===== config.mk =====
export PLATFORM = sky130hd
export DESIGN_NAME = wb_obi_bridge
export DESIGN_NICKNAME = d
export VERILOG_FILES = /design/src/rtl/wb_obi_bridge_pkg.sv /design/src/rtl/wb_obi_bridge.sv
export SDC_FILE = /design/constraint.sdc
export NUM_CORES = 1
export LEC_CHECK = 0
export ABC_AREA = 1
export BUFFER_PORTS_ARGS = -buffer_cell sky130_fd_sc_hd__buf_4
export CAP_MARGIN = 5
export CORE_MARGIN = 5
export CORE_UTILIZATION = 35
export DETAILED_ROUTE_END_ITERATION = 7
export PLACE_DENSITY = 0.72
export SKIP_CTS_REPAIR_TIMING = 1
export SYNTH_ARGS = -nofsm -noshare
export SYNTH_HDL_FRONTEND = slang
export SYNTH_SLANG_ARGS = --single-unit

===== constraint.sdc =====
create_clock -name obi_clk_i -period 1.7 [get_ports obi_clk_i]
set_clock_uncertainty 0.1 [all_clocks]
set_input_delay 0.34 -clock obi_clk_i [delete_from_list [all_inputs] [get_ports obi_clk_i]]
set_output_delay 0.34 -clock obi_clk_i [all_outputs]
set_load 0.005 [all_outputs]

===== src/rtl/wb_obi_bridge_pkg.sv =====
// Shared types and sizing helpers for the Wishbone-classic-slave to OBI-master bridge.
package wb_obi_bridge_pkg;

    typedef enum logic [2:0] {
        IDLE = 3'd0,
        REQ  = 3'd1,
        RESP = 3'd2,
        ACK  = 3'd3,
        ERR  = 3'd4
    } wb_obi_state_e;

    localparam int unsigned TIMEOUT_CYC_DEFAULT = 256;
    localparam int unsigned TO_CNT_W = $clog2(TIMEOUT_CYC_DEFAULT + 1);

    // Counter must hold the value TIMEOUT_CYC itself; keep at least one bit when disabled.
    function automatic int unsigned to_cnt_width(input int unsigned timeout_cyc);
        return (timeout_cyc == 0) ? 1 : $clog2(timeout_cyc + 1);
    endfunction

endpackage


===== src/rtl/wb_obi_bridge.sv =====
// Wishbone classic slave to OBI master bridge: one outstanding transfer, response
// timeout reported as wb_err_o, cycle abort tolerated without retracting the OBI request.
module wb_obi_bridge
    import wb_obi_bridge_pkg::*;
#(
    parameter int unsigned       ADDR_W      = 32,
    parameter int unsigned       DATA_W      = 32,
    parameter logic [ADDR_W-1:0] ADDR_OFFSET = '0,
    parameter int unsigned       TIMEOUT_CYC = TIMEOUT_CYC_DEFAULT
) (
    input  logic                  obi_clk_i,
    input  logic                  rst_ni,
    input  logic                  wb_cyc_i,
    input  logic                  wb_stb_i,
    input  logic                  wb_we_i,
    input  logic [DATA_W/8-1:0]   wb_sel_i,
    input  logic [ADDR_W-1:0]     wb_adr_i,
    input  logic [DATA_W-1:0]     wb_dat_i,
    output logic [DATA_W-1:0]     wb_dat_o,
    output logic                  wb_ack_o,
    output logic                  wb_err_o,
    output logic                  obi_req_o,
    input  logic                  obi_gnt_i,
    output logic [ADDR_W-1:0]     obi_addr_o,
    output logic                  obi_we_o,
    output logic [DATA_W/8-1:0]   obi_be_o,
    output logic [DATA_W-1:0]     obi_wdata_o,
    input  logic                  obi_rvalid_i,
    input  logic [DATA_W-1:0]     obi_rdata_i,
    output logic                  timeout_o
);

    localparam int unsigned BE_W    = DATA_W / 8;
    localparam int unsigned CNT_W   = to_cnt_width(TIMEOUT_CYC);
    localparam int unsigned TO_LAST = (TIMEOUT_CYC > 0) ? TIMEOUT_CYC - 1 : 0;

    wb_obi_state_e     state_q, state_d;
    logic [CNT_W-1:0]  cnt_q, cnt_d, cnt_inc;
    logic              abort_q, abort_d;
    logic              timeout_q, timeout_d;
    logic              we_q, we_d;
    logic [ADDR_W-1:0] addr_q, addr_d;
    logic [BE_W-1:0]   be_q, be_d;
    logic [DATA_W-1:0] wdata_q, wdata_d;
    logic [DATA_W-1:0] rdata_q, rdata_d;
    logic              expired;
    logic              abort_now;

    // Once the counter reaches the limit it saturates, so any later wait cycle also expires.
    assign expired   = (TIMEOUT_CYC != 0) && (cnt_q >= CNT_W'(TO_LAST));
    assign cnt_inc   = (cnt_q == CNT_W'(TIMEOUT_CYC)) ? cnt_q : cnt_q + CNT_W'(1);
    assign abort_now = abort_q | ~wb_cyc_i;

    always_comb begin
        state_d   = state_q;
        cnt_d     = cnt_q;
        abort_d   = abort_q;
        timeout_d = timeout_q;
        we_d      = we_q;
        addr_d    = addr_q;
        be_d      = be_q;
        wdata_d   = wdata_q;
        rdata_d   = rdata_q;

        unique case (state_q)
            IDLE: begin
                if (wb_cyc_i && wb_stb_i) begin
                    addr_d  = wb_adr_i + ADDR_OFFSET;
                    we_d    = wb_we_i;
                    be_d    = wb_sel_i;
                    wdata_d = wb_dat_i;
                    abort_d = 1'b0;
                    cnt_d   = '0;
                    state_d = REQ;
                end
            end
            REQ: begin
                abort_d = abort_now;
                cnt_d   = cnt_inc;
                if (obi_gnt_i) begin
                    state_d = RESP;
                end else if (expired) begin
                    timeout_d = 1'b1;
                    state_d   = ERR;
                end
            end
            RESP: begin
                abort_d = abort_now;
                cnt_d   = cnt_inc;
                if (obi_rvalid_i) begin
                    if (!we_q) begin
                        rdata_d = obi_rdata_i;
                    end
                    state_d = abort_now ? IDLE : ACK;
                end else if (expired) begin
                    timeout_d = 1'b1;
                    state_d   = ERR;
                end
            end
            ACK:     state_d = IDLE;
            ERR:     state_d = IDLE;
            default: state_d = IDLE;
        endcase
    end

    always_ff @(posedge obi_clk_i or negedge rst_ni) begin
        if (!rst_ni) begin
            state_q   <= IDLE;
            cnt_q     <= '0;
            abort_q   <= 1'b0;
            timeout_q <= 1'b0;
            we_q      <= 1'b0;
            addr_q    <= '0;
            be_q      <= '0;
            wdata_q   <= '0;
            rdata_q   <= '0;
        end else begin
            state_q   <= state_d;
            cnt_q     <= cnt_d;
            abort_q   <= abort_d;
            timeout_q <= timeout_d;
            we_q      <= we_d;
            addr_q    <= addr_d;
            be_q      <= be_d;
            wdata_q   <= wdata_d;
            rdata_q   <= rdata_d;
        end
    end

    // Every output comes straight from a register or a decode of the state register.
    assign obi_req_o   = (state_q == REQ);
    assign wb_ack_o    = (state_q == ACK);
    assign wb_err_o    = (state_q == ERR) & ~abort_q;
    assign obi_addr_o  = addr_q;
    assign obi_we_o    = we_q;
    assign obi_be_o    = be_q;
    assign obi_wdata_o = wdata_q;
    assign wb_dat_o    = rdata_q;
    assign timeout_o   = timeout_q;

endmodule


==> metrics.md, run 1 <==
| Metric | Value |
|---|---|
| Outcome | complete, but fails checks |
| Failing checks | setup timing |
| Sequential share of the synthesized area | 0.595 |
| CTS Sinks | 115 |
| Final TNS setup | -0.0131 ns |
| Synth area leaders | dfrtp_1, nand2_1, o21ai_2 |
| Routed wire length | 12,900 um |
| Setup WS pre-CTS | 0.00486 ns |
| Cell taking the most area after synthesis | dfrtp_1 |
| CP Capture Type | output port |
| Syn Nets | 663 |
| Cts bufs inserted | 17 |
| Slew margin rel. | 0.758 |
| Worst endpoint data arrival time | 1.27 ns |
| Largest net degree at the start of global routing | 65 |
| Syn-to-layout area delta | 52.2% |
| CTS tree | done |
| RSZ-0062 raised after global routing | true |
| TritonRoute pass-1 iters | 4 |
| Vias after detailed routing | 4,287 |
| Vias/cell | 4.39 |
| I/O pin count | 212 |
| Final worst path period need | 1.71 ns |
| Critical-path cell list | nor4_4 > buf_4 |
| Top_reg_cell synth | dfrtp_1 |
| Syn Inst Count | 553 |
| Slowest CP cell | dfrtp_2 |
| Initial antenna violation count | 0 |
| Overflow after GRT | 0 |
| Crit-path max FO | 4 |
| Worst Setup SP | state_q[1] |
| Final Hold Viols | 0 |
| Clock Tree Root | clkbuf_16 |
| Setup ws final | -0.0131 ns |
| Worst VDD drop | 0.000759 V |
| Gr usage total | 0.160 |
| Vias in the first global route | 4,209 |
| Critical R2R Launch | state_q[0] |
| Worst skew pair latency | 0.40 ns |
| Number of distinct library cells after synthesis | 22 |
| Crit-path max cell delay | 0.44 ns |
| Comb power frac | 0.370 |
| Layout Utilization | 0.537 |
| Hold WS | 0.0217 ns |
| CP Launch Type | flip-flop |
| Die Width | 128 um |
| Least-Margin Pin Slew | 0.363 ns |
| I/O Buffers | 211 |
| CTS HTree Levels | 4 |
| Worst EP required | 1.26 ns |
| Seq pwr share | 0.373 |
| Global-route wire length before repair | 20,600 um |
| Clock share of power | 0.257 |
| Max-cap violations | 0 |
| Layout Nets | 894 |
| Overall power | 12.7 mW |
| NetSw | 4.15 mW |
| Max Slew Vio Count | 0 |
| Leakage | 4.11 nW |
| Placer Congestion | 0.811 |
| # DRC | 0 |
| Layout cells sized above 1 | 0.393 |
| Fin crit share | 1.01 |
| Initial core utilization | 0.353 |
| Post-synthesis area per instance | 8.75 um2 |
| HP Class | in -> reg |
| Ant diodes | 0 |
| DR WL/cell | 13.2 um |
| Die area | 16,300 um2 |
| Die extent in y | 128 um |
| Max Fclk | 584 MHz |
| Min-delay src | wb_adr_i[28] |
| Ys async rst share | 1.00 |
| Clock transition at the registers of the reported paths | 0.06 ns |
| Number of flops mapped to enable cells by yosys | 0 |
| Pint | 8.58 mW |
| CP Class | reg -> out |
| Pwr dens | 1730 nW/um2 |
| DP Wirelength | 9290 um |
| Synth top area share | 0.595 |
| Row Count | 43 |
| Synthesized area | 4840 um2 |
| Core area | 13,700 um2 |
| Initial detailed-routing violation count | 205 |
| Post-route ant nets | 0 |
| Final setup viols | 1 |
| Sw Share | 0.326 |
| Yosys reg bits | 115 |
| Clock Path Buffers | 2 |
| Worst R2R Setup Slack | 0.11 ns |
| Ys Warns | 0 |
through the flow:
| stage | instance area, um2 | instances |
|---|---|---|
| 3_3_place_gp | 6700 | 939 |
| 4_1_cts | 7260 | 970 |
| 3_5_place_dp | 6700 | 939 |
| 2_1_floorplan | 4840 | 553 |
| 6_report | 7360 | 976 |
| 5_1_grt | 7360 | 976 |
layer usage:
metal	vias up	part of all wire	global-route usage	routed length [um]
met3	19	0.084	0.0598	1080
met5	-	0	0	0
met2	156	0.47	0.249	6100
met4	0	0.018	0.0675	229
met1	1965	0.42	0.199	5460
li1	2147	-	-	-
critical path: cells and delay by family (launching register included):
kind | cells | cell delay (ns)
flops | 1 | 0.44
simple gates | 1 | 0.28
buf+inv | 1 | 0.16
placed cells by master, fill, tap and decap left out, types with 6 or more instances in the layout:
master	n
nand2_1	283
buf_4	225
dfrtp_1	114
inv_1	48
o21ai_2	32
clkbuf_16	17
nand3_1	14
nor2_1	9
buf_12	6
area by class of cell:
cell class	count	area [um2]
inverters	52	195
repair buffers	233	1830
multi-input cells	365	1680
clock inverters	13	114
well taps	180	225
fillers	1280	6360
flip-flops and latches	115	2880
clock buffers	18	439
sequential cells by signal, indices dropped and copies added, names as in the netlist:
register and cells:
state_q 3, cnt_q 9, obi_be_o 4, obi_addr_o 32, abort_q 1, wb_dat_o 32, obi_we_o 1, obi_wdata_o 32
timeout_o 1
cells in the mapped netlist (4+ instances only):
cell      count
a21oi_1       6
buf_2         8
buf_6         6
clkbuf_1      4
dfrtp_1     115
inv_1        51
nand2_1     283
nand3_1      15
nor2_1       11
o21ai_2      32
cells by family (layout without fill, tap and decap cells):
family	count (synthesis)	in the layout	synth area share
simple gates	320	320	0.260
flops	115	115	0.595
buf+inv	73	316	0.0688
compound gates	42	42	0.0685
fa+ha+maj	3	3	0.00776
path summary, 6_finish.rpt:
check	endpoint	depth (start not counted)
max	wb_err_o	2
min	obi_addr_o[28]	3
max reg2reg	wb_dat_o[23]	6
min reg2reg	obi_addr_o[17]	2
max in group asynchronous	obi_addr_o[7]	3
min in group asynchronous	wb_dat_o[3]	2
power by group through the flow:
stage,Clock (mW),Combinational (mW),Sequential [mW]
after floorplan,0,1.86,4.82
after global placement,0,4.60,4.74
after detailed placement,0,4.70,4.73
after CTS,3.38,4.69,4.75
after global routing,3.49,5.24,4.93
final,3.28,4.70,4.75
No activity file was read; power rests on OpenSTA's default activity.
==> run 2: changes to the inputs <==
==> constraint.sdc (replaced) <==
create_clock -name obi_clk_i -period 1.7 [get_ports obi_clk_i]
set_clock_uncertainty 0.1 [all_clocks]
set_input_delay 0.085 -clock obi_clk_i [delete_from_list [all_inputs] [get_ports obi_clk_i]]
set_output_delay 0.085 -clock obi_clk_i [all_outputs]
set_load 0.005 [all_outputs]
==> metrics.md, run 2 (synthesized netlist as in run 1, its figures left out) <==
| Metric | Value |
|---|---|
| Outcome | complete, but fails checks |
| Failing checks | hold timing |
| CTS Sinks | 115 (unchanged) |
| Overflow after GRT | 0 (unchanged) |
| Largest net degree at the start of global routing | 116 (+78%) |
| Most common cell after layout, fill and taps aside | nand2_1 |
| CTS tree | done |
| Gr usage total | 0.156 (-0.00359) |
| Cts bufs inserted | 17 (unchanged) |
| Vias in the first global route | 4,135 (-1.8%) |
| Row Count | 43 (unchanged) |
| Die extent in y | 128 um (unchanged) |
| Pint | 9.01 mW (+5.0%) |
| Initial detailed-routing violation count | 173 (-16%) |
| Core area | 13,700 um2 (unchanged) |
| Final TNS setup | 0 ns (+0.0131 ns) |
| Global-route wire length before repair | 20,300 um (-1.7%) |
| Seq pwr share | 0.360 (-0.013) |
| Final worst path period need | 1.67 ns (-0.0471 ns) |
| Worst R2R Setup Slack | 0.03 ns (-0.08 ns) |
| Placer Congestion | 0.806 (-0.69%) |
| Clock share of power | 0.274 (+0.017) |
| Clock Path Buffers | 2 (unchanged) |
| Leakage | 4.53 nW (+10%) |
| Slew margin rel. | 0.567 (-0.191) |
| # DRC | 0 (unchanged) |
| Max Slew Vio Count | 0 (unchanged) |
| Syn-to-layout area delta | 72.6% |
| Layout cells sized above 1 | 0.341 (-0.0524) |
| Overall power | 13.3 mW (+4.8%) |
| DR WL/cell | 13.8 um (+4.4%) |
| Comb power frac | 0.366 (-0.004) |
| CP Class | reg -> reg |
| Worst endpoint data arrival time | 1.91 ns (+0.64 ns) |
| Pwr dens | 1600 nW/um2 (-7.6%) |
| Final Hold Viols | 1 (+1) |
| Commonest non-fill, non-tap cells in the layout | nand2_1, buf_4, dfrtp_1 |
| Initial core utilization | 0.353 (unchanged) |
| Worst R2R Path Depth | 10 (+4) |
| RSZ-0062 raised after global routing | true |
| Max-cap violations | 0 (unchanged) |
| Layout fillers | 1,126 (-12%) |
| Final setup viols | 0 (-1) |
| Least-Margin Pin Slew | 0.649 ns (+0.286 ns) |
| Worst EP required | 1.94 ns (+0.68 ns) |
| Layout Nets | 992 (+11%) |
| DP Wirelength | 9130 um (-1.8%) |
| Post-route ant nets | 0 (unchanged) |
| Vias/cell | 4.43 (+0.81%) |
| Initial antenna violation count | 0 (unchanged) |
| Setup WS pre-CTS | -0.00317 ns (-0.00804 ns) |
| Setup ws final | 0.0340 ns (+0.0471 ns) |
| Worst skew pair latency | 0.40 ns (about the same) |
| Hold path cells | 4 (+1) |
| Die area | 16,300 um2 (unchanged) |
| Max Fclk | 600 MHz (+2.8%) |
| TritonRoute pass-1 iters | 4 (unchanged) |
| Hold WS | -0.0575 ns (-0.0792 ns) |
| CTS HTree Levels | 4 (unchanged) |
| CP Capture Type | flip-flop |
| Die Width | 128 um (unchanged) |
| Crit-path max FO | 9 (+5) |
| Fin crit share | 0.980 (-0.0277) |
| Vias after detailed routing | 4,760 (+11%) |
| Routed wire length | 14,800 um (+15%) |
| Clock transition at the registers of the reported paths | 0.05 ns (about the same) |
| HP Class | in -> reg |
| Ant diodes | 0 (unchanged) |
| Clock Tree Root | clkbuf_16 |
| NetSw | 4.33 mW (+4.4%) |
| CP Launch Type | flip-flop |
| Worst VDD drop | 0.000871 V (+15%) |
| Sw Share | 0.325 (-0.00142) |
| I/O Buffers | 211 (unchanged) |
| Layout Utilization | 0.609 (+0.0720) |
| I/O pin count | 212 (unchanged) |
==> run 2: layout make-up <==
type                            count  area [um2]  share of cell area
Tap cell                          180         225              0.0270
Clock inverter                     13         158              0.0189
Sequential cell                   115        2880               0.345
Timing Repair Buffer              331        2780               0.333
Multi-Input combinational cell    365        1660               0.199
Clock buffer                       19         453              0.0542
Inverter                           52         195              0.0234
==> run 2: worst max-delay path, stage by stage, from the launching register on <==
cell     delay [ns]
dfrtp_1        0.39
buf_4          0.13
buf_4          0.13
inv_1          0.05
ha_1           0.13
nand2_1        0.06
nor2_1         0.13
nand3_2        0.15
nand2_2        0.20
nand2_1        0.07
nand2_1        0.07
==> run 2: stage by stage <==
| stage | instances | instance area, um2 | hold slack [ns] |
|---|---|---|---|
| final | 1075 | 8350 | -0.0575 |
| after global routing | 1075 | 8350 | 0.000192 |
| after CTS | 968 | 7250 | -0.311 |
| after detailed placement | 936 | 6640 | 0.129 |
| after floorplan | 553 | 4840 | -0.311 |
| after global placement | 936 | 6640 | 0.126 |
==> run 2: power by group through the flow <==
stage          clock network, mW  registers [mW]  logic, mW
3_3_place_gp                   0            4.75       4.55
6_report                    3.65            4.80       4.89
2_1_floorplan                  0            4.82       1.86
5_1_grt                     3.85            4.96       5.38
3_5_place_dp                   0            4.75       4.66
4_1_cts                     3.73            4.77       4.65
==> run 2: final timing paths <==
check,endpoint,startpoint
worst max-delay path,cnt_q[1],cnt_q[0]
min in group asynchronous,wb_dat_o[7],rst_ni
worst min register to register,obi_wdata_o[8],obi_wdata_o[8]
max in group asynchronous,cnt_q[1],rst_ni
worst max register to register,cnt_q[1],cnt_q[0]
worst min-delay path,abort_q,wb_cyc_i
==> run 2: routing by layer <==
metal / vias to the layer above / track usage / share of wire
li1: 2346 / - / -
met1: 2220 / 0.192 / 0.40
met2: 164 / 0.248 / 0.50
met3: 30 / 0.0560 / 0.077
met4: 0 / 0.0656 / 0.023
met5: - / 0 / 0
